## config.mk

```make
export PLATFORM = sky130hd
export DESIGN_NAME = ma_wb_pipe_stage
export DESIGN_NICKNAME = d
export VERILOG_FILES = /design/src/rtl/ma_wb_pipe_stage.sv
export SDC_FILE = /design/constraint.sdc
export NUM_CORES = 1
export LEC_CHECK = 0
export CAP_MARGIN = 20
export CELL_PAD_IN_SITES_DETAIL_PLACEMENT = 0
export CELL_PAD_IN_SITES_GLOBAL_PLACEMENT = 2
export CORE_MARGIN = 3
export CORE_UTILIZATION = 35
export DETAILED_ROUTE_END_ITERATION = 16
export PLACE_DENSITY = 0.86
export SYNTH_ARGS = -nofsm -noshare
export SYNTH_HDL_FRONTEND = slang
export SYNTH_SLANG_ARGS = --single-unit
export TNS_END_PERCENT = 5
```

## constraint.sdc

```tcl
create_clock -name Clk -period 4.3 [get_ports Clk]
set_clock_uncertainty 0.05 [all_clocks]
set_input_delay 0.86 -clock Clk [delete_from_list [all_inputs] [get_ports Clk]]
set_output_delay 0.86 -clock Clk [all_outputs]
set_load 0.02 [all_outputs]
```

## src/rtl/ma_wb_pipe_stage.sv

```systemverilog
// ma_wb_pipe_stage: elastic MA/WB pipeline register with a main + skid entry, flush, and bubble/stall counters
//
// Ports (all state updates on the falling edge of Clk):
//   Clk, Reset_n               stage clock, asynchronous active-low reset
//   In_Valid/In_Ready          upstream handshake; In_Ready is registered (no path from Out_Ready)
//   In_Data/In_Rd/In_IsWb      incoming token payload, destination register, write-back flag
//   Flush                      drop every held token and any token offered on the same edge
//   Out_Valid/Out_Ready        downstream handshake, driven from the main entry
//   Out_Data/Out_Rd/Out_IsWb   head token; Out_IsWb is 0 whenever Out_Valid is 0
//   Bubble_Count/Stall_Count   saturating counters of empty and back-pressured edges
module ma_wb_pipe_stage #(
    parameter int DATA_W = 128,
    parameter int RD_W   = 4,
    parameter int CNT_W  = 16
) (
    input  logic              Clk,
    input  logic              Reset_n,
    input  logic              In_Valid,
    output logic              In_Ready,
    input  logic [DATA_W-1:0] In_Data,
    input  logic [RD_W-1:0]   In_Rd,
    input  logic              In_IsWb,
    input  logic              Flush,
    output logic              Out_Valid,
    input  logic              Out_Ready,
    output logic [DATA_W-1:0] Out_Data,
    output logic [RD_W-1:0]   Out_Rd,
    output logic              Out_IsWb,
    output logic [CNT_W-1:0]  Bubble_Count,
    output logic [CNT_W-1:0]  Stall_Count
);
    logic              m_valid_q, m_valid_d, s_valid_q, s_valid_d;
    logic [DATA_W-1:0] m_data_q, m_data_d, s_data_q, s_data_d;
    logic [RD_W-1:0]   m_rd_q, m_rd_d, s_rd_q, s_rd_d;
    logic              m_iswb_q, m_iswb_d, s_iswb_q, s_iswb_d;
    logic              in_ready_q, in_ready_d, out_iswb_q, out_iswb_d;
    logic [CNT_W-1:0]  bubble_q, bubble_d, stall_q, stall_d;
    logic              accept, pop;

    assign accept = In_Valid & in_ready_q;
    assign pop    = m_valid_q & Out_Ready;

    always_comb begin
        m_valid_d = m_valid_q;
        m_data_d  = m_data_q;
        m_rd_d    = m_rd_q;
        m_iswb_d  = m_iswb_q;
        s_valid_d = s_valid_q;
        s_data_d  = s_data_q;
        s_rd_d    = s_rd_q;
        s_iswb_d  = s_iswb_q;
        if (Flush) begin
            m_valid_d = 1'b0;
            s_valid_d = 1'b0;
        end else if (!m_valid_q || pop) begin
            if (s_valid_q) begin
                m_valid_d = 1'b1;
                m_data_d  = s_data_q;
                m_rd_d    = s_rd_q;
                m_iswb_d  = s_iswb_q;
                s_valid_d = accept;
                if (accept) begin
                    s_data_d = In_Data;
                    s_rd_d   = In_Rd;
                    s_iswb_d = In_IsWb;
                end
            end else begin
                m_valid_d = accept;
                if (accept) begin
                    m_data_d = In_Data;
                    m_rd_d   = In_Rd;
                    m_iswb_d = In_IsWb;
                end
            end
        end else if (accept) begin
            s_valid_d = 1'b1;
            s_data_d  = In_Data;
            s_rd_d    = In_Rd;
            s_iswb_d  = In_IsWb;
        end
        in_ready_d = ~s_valid_d;
        // write-enable is gated by the next valid so a flushed or drained head never writes back
        out_iswb_d = m_iswb_d & m_valid_d;
        bubble_d   = (!m_valid_q && bubble_q != {CNT_W{1'b1}}) ? bubble_q + 1'b1 : bubble_q;
        stall_d    = (m_valid_q && !Out_Ready && stall_q != {CNT_W{1'b1}}) ? stall_q + 1'b1 : stall_q;
    end

    always_ff @(negedge Clk or negedge Reset_n) begin
        if (!Reset_n) begin
            m_valid_q  <= 1'b0;
            m_data_q   <= '0;
            m_rd_q     <= '0;
            m_iswb_q   <= 1'b0;
            s_valid_q  <= 1'b0;
            s_data_q   <= '0;
            s_rd_q     <= '0;
            s_iswb_q   <= 1'b0;
            in_ready_q <= 1'b1;
            out_iswb_q <= 1'b0;
            bubble_q   <= '0;
            stall_q    <= '0;
        end else begin
            m_valid_q  <= m_valid_d;
            m_data_q   <= m_data_d;
            m_rd_q     <= m_rd_d;
            m_iswb_q   <= m_iswb_d;
            s_valid_q  <= s_valid_d;
            s_data_q   <= s_data_d;
            s_rd_q     <= s_rd_d;
            s_iswb_q   <= s_iswb_d;
            in_ready_q <= in_ready_d;
            out_iswb_q <= out_iswb_d;
            bubble_q   <= bubble_d;
            stall_q    <= stall_d;
        end
    end

    assign In_Ready     = in_ready_q;
    assign Out_Valid    = m_valid_q;
    assign Out_Data     = m_data_q;
    assign Out_Rd       = m_rd_q;
    assign Out_IsWb     = out_iswb_q;
    assign Bubble_Count = bubble_q;
    assign Stall_Count  = stall_q;
endmodule
```

* Word level (Yosys, flattened, before mapping)
Cells that the tools add are included.
Storage, ports and cells: register bits 302, word-level logic and storage cells 55
Cells by class: add/sub/neg operators 2, equality and inequality tests 3, mux-type cells 24, bitwise gates (word level) 5, reduce and logical (&&, ||, !) cells 9
Operators with widths (number):
- two-way mux 128 bit | 5
- adder 16 x 1 -> 16 bit, second input constant | 2
- != test 16 bit, second input constant | 2
- two-way mux 4 bit | 5
- two-way mux 1 bit | 14
- bitwise AND 1 bit | 3
- logical AND 1 bit | 3
- AND reduction 3 bit | 1
- logical NOT 1 bit | 2
- != test 2 bit, second input constant | 1
- inverter 1 bit | 2
- AND reduction 2 bit | 1
- nonzero test 2 bit | 1
- logical OR 1 bit | 1

* Depth between registers and ports, before layout
Gate-level depths: netlist of the first run.
depth in word-level cells 6, mapped depth 7, mapped depth without buffers 5

==> results list, run 1 <==
* Half-perimeter wire length after detailed placement: 22470 um
* Share of async-settable or async-resettable flops after synthesis: 100.0%
- Clock Latency Late Sink: 0.56 ns
- For this run, the post-layout net count is 1525.
- The number of hold buffers added after CTS was 0.
- The run finished, with violations left.
- Synthesized instance count: 1014
- Yosys attributes the largest share of cell area to dfrtn_1 59%, mux2i_1 10%, mux2_1 6.2%.
* Placement Rows: 69
* Average cell area after synthesis: 12.51 sq um
- For this run, the number of Yosys warnings is 0.
- Cell Int Power: 6.450 mW
- Inserted Clock Buffers: 35
- For this design the ratio of total power to cell area is 504.1 mW/mm^2.
* Core Area: 0.03566 sq mm
- Across every metal layer, demand over resource in global routing totals 16.61%.
* Most area-hungry cell type in the Yosys netlist: dfrtn_1
- On the critical path, the stage with the largest delay is an instance of dfstp_2.
- When the netlist entered floorplanning its net count stood at 1154.
* Antenna fix cells: 0
- Register clock-pin slew on the reported worst setup and hold paths: 0.04 ns
- The routed design has 32530 um of wire.
- The first global-routing pass estimated 51870 um of wire.
- Yosys top cell area share: 59.36%
- Crit-path max FO: 3
- The die covers 0.03858 sq mm.
- Crit-path cells: buf_6
* Leading post-synthesis cells by instance count: 301 x dfrtn_1, 142 x nor2_1, 134 x a21oi_1, 133 x mux2i_1, 70 x mux2_1
* Net switching power figure: 2.569 mW
- In this run, synthesis produced a sequential element count of 302.
- Final standard cell count with taps included and fillers excluded: 1867
- WHS: 0.3812 ns
- TritonCTS built the clock tree.
- Sequential cell area fraction in the yosys report: 59.56%
- Fraction of layout instances using a drive strength above 1: 28.17%
- Violation count after the first detailed-route iteration: 244
- Die X-Extent: 196.4 um
- Clk network pwr share: 33.7%
- For this run, the slowest stage of the critical path takes 0.55 ns.
* Most used flip-flop cell after synthesis: dfrtn_1
* Number of flops mapped to enable cells by yosys: 0
- Maximum count of clock buffers along a single path: 3
* Post-synthesis cell type count: 38
* Hold Violations, Final: 0
* Area Growth Syn to Fin: 41.01%
- Path category of the worst min-delay check: reg2reg
* Unrepaired setup endpoints after global routing: true
- First-pass detailed-route iteration total: 4
- The tree is rooted in a clkbuf_16.
* Vias in the first global route: 9230
- Max-slew violation count: 0
- IO buf count: 304
- Maximum capacitance violations: 0
* Total standard cell area after synthesis: 0.01269 sq mm
* Buf/Inv on CP: 1
- Dividing the detail-routed wire length by the instance count gives 17.42 um.
- Clock H-tree levels: 2
- Family with the most delay on the worst path: flip-flops
- Count of endpoints failing setup in the final report: 1
- At the end of routability-driven placement, the weighted congestion stood at 0.7594.
- STA classifies the critical path endpoint as an output port.
- Failing checks: setup timing
* Pin count of the biggest net entering global routing: 69
- Net switching is 28.49% of the power.
- Sink Count: 302
* Crit path arrival time: 3.40 ns
* Via total after detailed routing: 8936
- The number of antenna violations at the first check in global routing was 2.
- The detail route stage leaves a number of antenna-violating nets equal to 0.
- At the pin with the least slew margin, the transition time is 0.7724 ns.
- In this run the static leakage power is 7.545 nW.
* Headroom to the max-slew limit: 48.51%
- The number of placed instances, taps included, is 1796.
* Critical setup path kind: reg2out
* Count leader, synth: dfrtn_1
- DRC violations left: 0
- Global routing finished with a remaining overflow of 0.
- Critical path data required time: 3.39 ns
- After layout, the worst setup slack is -0.007019 ns.
* Detailed-route vias per instance: 4.786
- STA classifies the critical path startpoint as a register.
- The worst-case IR drop observed on VDD is 242.3 uV.
* Die boundary height: 196.4 um
- Logic gate share of total power: 22.6%
* Sequential share of power: 43.7%
- In this run the count of I/O pins placed on the die edge is 305.
- For this configuration, the core starts out at a cell density of 35.59%.
==> state kept, by name (all words and copies together), names as in the netlist <==
name,flops
Stall_Count,16
Out_IsWb,1
m_iswb_q,1
s_data_q,128
Out_Rd,4
Out_Valid,1
s_valid_q,1
s_rd_q,4
Out_Data,128
Bubble_Count,16
In_Ready,1
s_iswb_q,1
==> power groups by stage <==
stage / logic (mW) / registers [mW] / clock network, mW
after floorplan: 0.748 / 4.29 / 0.00291
after global placement: 2.17 / 3.97 / 0.00291
after detailed placement: 2.22 / 3.99 / 0.00291
after CTS: 2.11 / 3.95 / 3.13
after global routing: 2.22 / 4.03 / 3.25
final: 2.04 / 3.94 / 3.04
==> final timing paths <==
kind / from / cells past startpoint / endpoint / slack [ns]
hold / removal: s_data_q[72] / 1 / s_data_q[72] / 0.38
hold reg to reg: s_data_q[72] / 1 / s_data_q[72] / 0.38
setup / recovery: In_Ready / 1 / In_Ready / -0.007
setup reg to reg: s_valid_q / 6 / Out_Data[2] / 2.01
min in group asynchronous: Reset_n / 1 / Out_Data[111] / 2.20
max in group asynchronous: Reset_n / 2 / In_Ready / 1.33
==> cell type report <==
class	count	area [sq um]
clock buffer	47	1044
timing repair buffer	395	3750
inverter	3	11.26
multi-input combinational	647	4815
clock inverter	12	138.9
fill	3200	17760
sequential	302	7559
tap	461	576.8
==> metrics by stage <==
step / instance area [sq um] / TNS, ns / power [mW] / worst slack (ns) / utilization (%)
final: 17890 / -0.007019 / 9.019 / -0.007019 / 50.18
after floorplan: 12710 / -2.775 / 5.038 / -0.04289 / -
after CTS: 18170 / -0.1560 / 9.190 / -0.04689 / 50.96
after global routing: 17890 / -0.2013 / 9.499 / -0.03028 / 50.18
after detailed placement: 16770 / -151.79 / 6.204 / -0.6682 / 47.03
after global placement: 16770 / -149.67 / 6.145 / -0.6568 / 47.03
==> cells in the final DEF, fill, tap and decap left out, types with 12 or more instances in the layout <==
cell type,netlist,routed
dfrtn_1,301,301
nor2_1,142,141
a21oi_1,134,134
mux2i_1,133,133
clkdlybuf4s50_1,0,133
clkdlybuf4s15_2,0,84
buf_2,43,69
mux2_2,66,66
mux2_1,70,65
buf_4,1,65
clkbuf_16,0,37
buf_12,0,15
xnor2_1,14,14
nand2_1,15,14
xor2_1,14,14
nand4_1,12,12
clkbuf_2,0,12
==> what timing repair did <==
action | in CTS | in global routing
pin swaps | 1 | 1
hold endpoints to repair | 0 | 0
setup endpoints to repair | 304 | 164
cloned | 4 | 0
setup buffers | 11 | 0
gates resized for setup | 545 | 55
==> metal layers <==
layer	track usage [%]	part of all wire [%]	up-vias
met2	26.14	45	229
met1	23.72	47	4363
met5	0	0.040	-
met3	3.846	5.9	43
met4	3.459	1.5	2
li1	-	-	4299
==> cells by family (layout without fill, tap and decap cells) <==
family | Yosys count | after routing | share of synthesized area, %
flip-flops | 302 | 302 | 59.56
multiplexers | 269 | 269 | 22.56
AND/OR/NAND/NOR | 209 | 209 | 7.356
AO/OA/AOI/OAI | 138 | 138 | 5.522
buffers and inverters | 65 | 457 | 2.790
XOR/XNOR | 28 | 28 | 1.933
adder cells (fa/ha/maj) | 3 | 3 | 0.2761
Note: power is estimated with default switching activity, not from simulation.
==> run 2, diff against run 1 <==
ABC_AREA = 1   (was unset)
CORE_UTILIZATION = 34   (was 35)
GPL_TIMING_DRIVEN = 0   (was unset)
PLACE_DENSITY = 0.87   (was 0.86)
==> results list, run 2 <==
* Inserted Clock Buffers: 36
- Top cells by area, synth: dfrtn_1 57%, nand2_1 11%, mux2_4 6.6%
* Pin count of the biggest net entering global routing: 111
- After detailed routing, the total wire length is 39790 um.
- Starting Density: 34.74%
* Clock Latency Late Sink: 0.56 ns
- Together, buffers and inverters on the worst path number 1.
- Die boundary height: 203.1 um
- Via total after detailed routing: 10610
- In this run the biggest area consumer among cell types represents 57.02% of the synthesized area.
- Headroom to the max-slew limit: 49.90%
- The number of different library cells used by synthesis comes to 27.
* Count leader, synth: nand2_1
* Sink Count: 302
- On the critical path, the stage with the largest delay is an instance of dfstp_2.
- Final hold analysis gives a worst-case slack of 0.3945 ns.
* Crit-path max FO: 3
- The number of antenna violations at the first check in global routing came to 5.
* Placement Rows: 71
- Yosys warning count: 0
* Vias in the first global route: 10640
- Average cell area after synthesis: 10.08 sq um
- Post-Synthesis Net Count: 1451
* Fraction of layout instances using a drive strength above 1: 25.90%
- In this run the register-to-register setup slack is 2.26 ns.
* Unrepaired setup endpoints after global routing: true
- The first global-routing pass estimated 61200 um of wire.
* Max-slew violation count: 0
- Across all setup checks in the final design, the least slack found is -0.03268 ns.
- Wire length per cell after detailed routing: 17.98 um
* Result of the run: finished with violations
- TNS Setup: -0.03268 ns
- Relative to the synthesized area, the layout overhead comes to 35.35%.
* Type of element launching the critical path: register
* Clock H-tree levels: 2
- Total standard cell area after synthesis: 0.01321 sq mm
- The tool flagged a number of max-cap violations equal to 0.
- Number of antenna-violating nets in the routed design: 0
- Clock root buffer: clkbuf_16
- Most area-hungry cell type in the Yosys netlist: dfrtn_1
- Number of cells on the worst reg-to-reg path: 6
- In the routed design, unresolved DRC markers number 0.
- Violation count after the first detailed-route iteration: 472
- STA puts the critical path data required time at 3.39 ns.
* Number of top-level design ports: 305
* Worst Max-Slew Pin Slew: 0.7515 ns
* Register clock-pin slew on the reported worst setup and hold paths: 0.04 ns
* CTS tree: yes
* Hold Buf Count CTS: 0
- Leading post-synthesis cells by instance count: 381 x nand2_1, 301 x dfrtn_1, 171 x nor2_1, 132 x a31oi_1, 74 x mux2_2
- Crit path arrival time: 3.42 ns
- The number of endpoints with negative hold slack in the final report is 0.
* HP Start: s_iswb_q
* Number of flops mapped to enable cells by yosys: 0
- In the synthesized netlist, the number of instances is 1311.
- The die is 203.1 um wide.
- PwrDens: 521.1 mW/mm^2
* Leak: 8.213 nW
* Family with the most delay on the worst path: flip-flops
- Flip-flop and latch count after synthesis: 302
* Detailed-route vias per instance: 4.796
- Global route overflow: 0
- End of the worst register-to-register path: s_data_q[109]
* First-pass detailed-route iteration total: 5
* Peak VDD IR: 272.0 uV
- The startpoint identified for the worst register-to-register timing path is In_Ready.
- Critical setup path kind: reg2out
* Maximum count of clock buffers along a single path: 3
- Of all flip-flops after synthesis, the portion carrying an async set or reset was 100.0%.
- The final reports fail on setup timing.
- The core region is 0.03802 sq mm.
* IO buf count: 304
- Path category of the worst min-delay check: reg2reg
* Overall die area: 0.04125 sq mm
* Sequential cell area fraction in the yosys report: 57.22%
- Weighted congestion at the end of routability-driven global placement: 0.7707
* Endpoint class of the critical path: output port
- Detailed placement ended at an HPWL of 27210 um.
- Most used flip-flop cell after synthesis: dfrtn_1
* Count of endpoints failing setup in the final report: 1
- The final layout contains 1815 nets.
- Most frequent cells in the layout: 380 x nand2_1, 301 x dfrtn_1, 169 x nor2_1
* Global router's overall resource usage: 18.66%
- Counting instances, the worst hold path has a depth of 2.
* CP max stage delay: 0.57 ns
* End point of the most critical hold path: s_iswb_q
- The library cell used most frequently in the layout, excluding fill and tap cells, is nand2_1.
* Crit-path cells: buf_6
run 2: changes by cell type after synthesis, moves of 8 or more:
cell	change
clkbuf_1	+16
xnor2_1	-10
nand2_1	+366
o21ai_0	+8
a31oi_1	+132
o21ai_1	+12
mux2_2	+8
nand3_1	+16
mux2_4	+58
mux2_1	-70
inv_1	+29
mux2i_1	-133
nor2_1	+29
a21oi_1	-131
run 2: logic make-up after synthesis:
group                      synth area share [%]
and+or+nand+nor                           17.29
DFF                                       57.22
AOI/OAI and AO/OA                         7.378
muxes                                     12.90
buffers and inverters                     4.092
xor gates and xnor gates                 0.9281
adders and majority gates                0.1894
run 2: stage by stage:
stage	setup WS [ns]	instances	utilization (%)	power (mW)	area (sq um)
after global placement	-13.15	2126	44.43	6.463	16890
final	-0.03268	2213	47.03	9.317	17880
after detailed placement	-0.8306	2128	44.59	6.517	16950
after floorplan	0.1548	1311	-	5.344	13210
after CTS	-0.1369	2206	47.24	9.486	17960
after global routing	-0.06797	2213	47.03	9.807	17880
run 2: layer usage:
| metal | GRT usage (%) | part of all wire [%] |
|---|---|---|
| met2 | 28.97 | 46 |
| met5 | 0 | 0.048 |
| met1 | 25.42 | 45 |
| met3 | 5.612 | 6.9 |
| met4 | 5.359 | 2.0 |
run 2: cell type report:
class / count / area, sq um
Fill cell: 3654 / 20140
Sequential cell: 302 / 7559
Multi-Input combinational cell: 900 / 5159
Timing Repair Buffer: 325 / 2651
Clock buffer: 52 / 1082
Tap cell: 511 / 639.4
Buffer: 76 / 541.8
Inverter: 33 / 126.4
Clock inverter: 11 / 113.9
Antenna cell: 3 / 7.507
run 2: worst max path at each step:
stage	slack [ns]	to	from	cells past startpoint
2_1_floorplan	0.15	s_data_q[100]	Out_Ready	7
3_3_place_gp	-13.15	Out_Data[69]	Reset_n	1
3_5_place_dp	-0.83	Out_Data[63]	Out_Ready	8
4_1_cts	-0.14	s_data_q[109]	Out_Ready	8
5_1_grt	-0.07	In_Ready	In_Ready	1
6_report	-0.03	In_Ready	In_Ready	1
run 2: power breakdown:
group          total [mW]  internal, mW  switching, mW
sequential           4.02          3.61          0.411
combinational        2.23          1.05           1.18
clock                3.06          1.87           1.20
total                9.32          6.53           2.79
run 2: what timing repair did:
action	CTS	global route
setup endpoints to repair	432	324
pin swaps	0	2
setup buffers	16	2
cloned	0	2
resized for setup	634	97
==> run 3, diff against run 2 <==
CTS_CLUSTER_DIAMETER = 200   (was unset)
CTS_CLUSTER_SIZE = 10   (was unset)
MAX_ROUTING_LAYER = met4   (was unset)
==> results list, run 3 (synthesis results as in run 2) <==
- In the global route stage, overall resource usage came out at 19.34%.
- Starting Density: 34.74%
* Headroom to the max-slew limit: 50.27%
* Vias in the first global route: 10640
- Crit-path max FO: 3
- The critical path is of the reg2out type.
- Die boundary height: 203.1 um
- The clock net in this run drives a total of 302 sinks.
- Type of element launching the critical path: register
- Clock-pin slew was measured on the worst setup and hold paths at 0.04 ns.
- Result of the run: finished with violations
- Family with the most delay on the worst path: flip-flops
- Clock Latency Late Sink: 0.57 ns
- Pin count of the biggest net entering global routing: 111
- Via total after detailed routing: 10560
- Area Growth Syn to Fin: 32.52%
- Half-perimeter wire length after detailed placement: 27210 um
- Leak: 8.047 nW
- Critical path's slowest cell: dfstp_2
- Leaving out fill and tap cells, the most frequent cells in the layout are 380 x nand2_1, 301 x dfrtn_1, 169 x nor2_1.
- Setup violations remaining at the end of the flow were counted as 1.
- The floorplan step defined a die boundary enclosing 0.04125 sq mm.
* CTS tree: yes
- Max-slew violation count: 0
* # placed instances: 2128
- The tool flagged a number of max-cap violations equal to 0.
* Die X-Extent: 203.1 um
- Overall routed net length: 39670 um
* Antenna violations before repair: 6
- Global-route wire length before repair: 61220 um
- PwrDens: 512.8 mW/mm^2
- After detailed routing, the number of remaining DRC violations is 0.
- Pre-CTS WS: -0.8306 ns
- STA puts the critical path data arrival time at 3.43 ns.
- The number of endpoints with negative hold slack in the final report was 0.
- In this run the clock root is driven by a clkbuf_16.
* Peak VDD IR: 321.2 uV
- Share of the core filled with cells in the final layout: 46.04%
- The first routing iteration left 452 violations.
* Clock H-tree levels: 2
- Core Area: 0.03802 sq mm
- Input and output buffers added on the ports amount to 304.
* Maximum count of clock buffers along a single path: 3
- After floorplanning, the core was divided into 71 placement rows.
* Final setup slack of the worst path: -0.03685 ns
* Global route overflow: 0
- Failing checks: setup timing
- After the last flow step, the layout net total stands at 1811.
- Wire length per cell after detailed routing: 18.06 um
- CP max stage delay: 0.57 ns
- Number of top-level design ports: 305
* Inserted Clock Buffers: 36
- Critical path data required time: 3.39 ns
- Weighted congestion at the end of routability-driven global placement: 0.7830
- The filler cells instantiated in the layout total 3698.
- First-pass detailed-route iteration total: 5
* Buf/Inv on CP: 1
- Endpoint class of the critical path: output port
* Fraction of layout instances using a drive strength above 1: 24.88%
- Detailed-route vias per instance: 4.805
* Crit-path cells: buf_6
* Unrepaired setup endpoints after global routing: true
* Number of antenna-violating nets in the routed design: 0
- Most common library cell in the layout ignoring fill and taps: nand2_1
- Worst Max-Slew Pin Slew: 0.7459 ns
* Path category of the worst min-delay check: reg2reg
- The count of cells in the finished layout, fillers not included, comes to 2197.
- In this run, post-CTS hold repair placed 0 buffers.
-- run 3: changes by cell type in the layout (fill, tap and decap cells not counted), sizes merged --
cell           previous run  this run
clkdlybuf4s15            28         5
bufinv                    2         0
nand2                   386       385
clkinvlp                  2         0
dlymetal6s2s              2         1
clkbuf                   97        83
buf                     192       219
diode                     3         6
clkdlybuf4s50           134       135
inv                      36        35
clkinv                    4         1
-- run 3: final cells by class --
type / instances / area [sq um] / area share, %
antenna: 6 / 15.01 / 0.08577
buffer: 76 / 525.5 / 3.002
clock buffer: 45 / 977.2 / 5.582
clock inverter: 3 / 28.78 / 0.1644
inverter: 33 / 126.4 / 0.7219
multi-input combinational: 899 / 5147 / 29.40
sequential: 302 / 7559 / 43.18
tap: 511 / 639.4 / 3.652
timing repair buffer: 322 / 2487 / 14.21
-- run 3: through the flow --
| stage | total power, mW | hold WS, ns | area [sq um] | setup TNS, ns |
|---|---|---|---|---|
| 5_1_grt | 9.463 | 0.4067 | 17510 | -0.5518 |
| 2_1_floorplan | 5.344 | 0.3644 | 13210 | 0 |
| 3_3_place_gp | 6.463 | 0.3847 | 16890 | -4151.97 |
| 3_5_place_dp | 6.517 | 0.3965 | 16950 | -209.56 |
| 6_report | 8.976 | 0.3946 | 17510 | -0.03685 |
| 4_1_cts | 9.116 | 0.3963 | 17470 | -20.84 |
-- run 3: timing repair --
item,CTS,global route
gates resized for setup,687,66
gates cloned,0,0
pin swaps,0,1
setup endpoints to repair,432,296
buffers inserted,16,0
endpoints found under the hold margin,0,0
-- run 3: metal layers --
layer	global-route usage (%)	part of all wire, %
met5	-	0
met4	6.514	2.4
met3	5.339	6.9
met2	28.95	46
met1	25.53	45
-- run 3: path summary, 6_finish.rpt --
check | end | from | slack (ns) | depth (start not counted)
worst max register to register | Bubble_Count[7] | Bubble_Count[0] | 2.27 | 9
worst min register to register | s_iswb_q | s_iswb_q | 0.39 | 2
max in group asynchronous | Out_Data[69] | Reset_n | 0.76 | 2
worst max-delay path | In_Ready | In_Ready | -0.04 | 1
min in group asynchronous | Out_Data[112] | Reset_n | 2.35 | 1
worst min-delay path | s_iswb_q | s_iswb_q | 0.39 | 2
-- run 3: worst reg2reg max path: stages (launching register included) --
cell and delay [ns]:
dfrtn_1 0.35, buf_4 0.16, ha_1 0.27, inv_1 0.08
nor2_1 0.04, nand2_1 0.14, nor2_1 0.08, nor2_2 0.30
buf_2 0.31, o21ai_1 0.09
-- run 3: power by group --
part | switching [mW] | internal [mW] | total [mW]
registers | 0.411 | 3.61 | 4.02
clock network | 1.16 | 1.58 | 2.74
logic | 1.18 | 1.03 | 2.21
total | 2.75 | 6.23 | 8.98
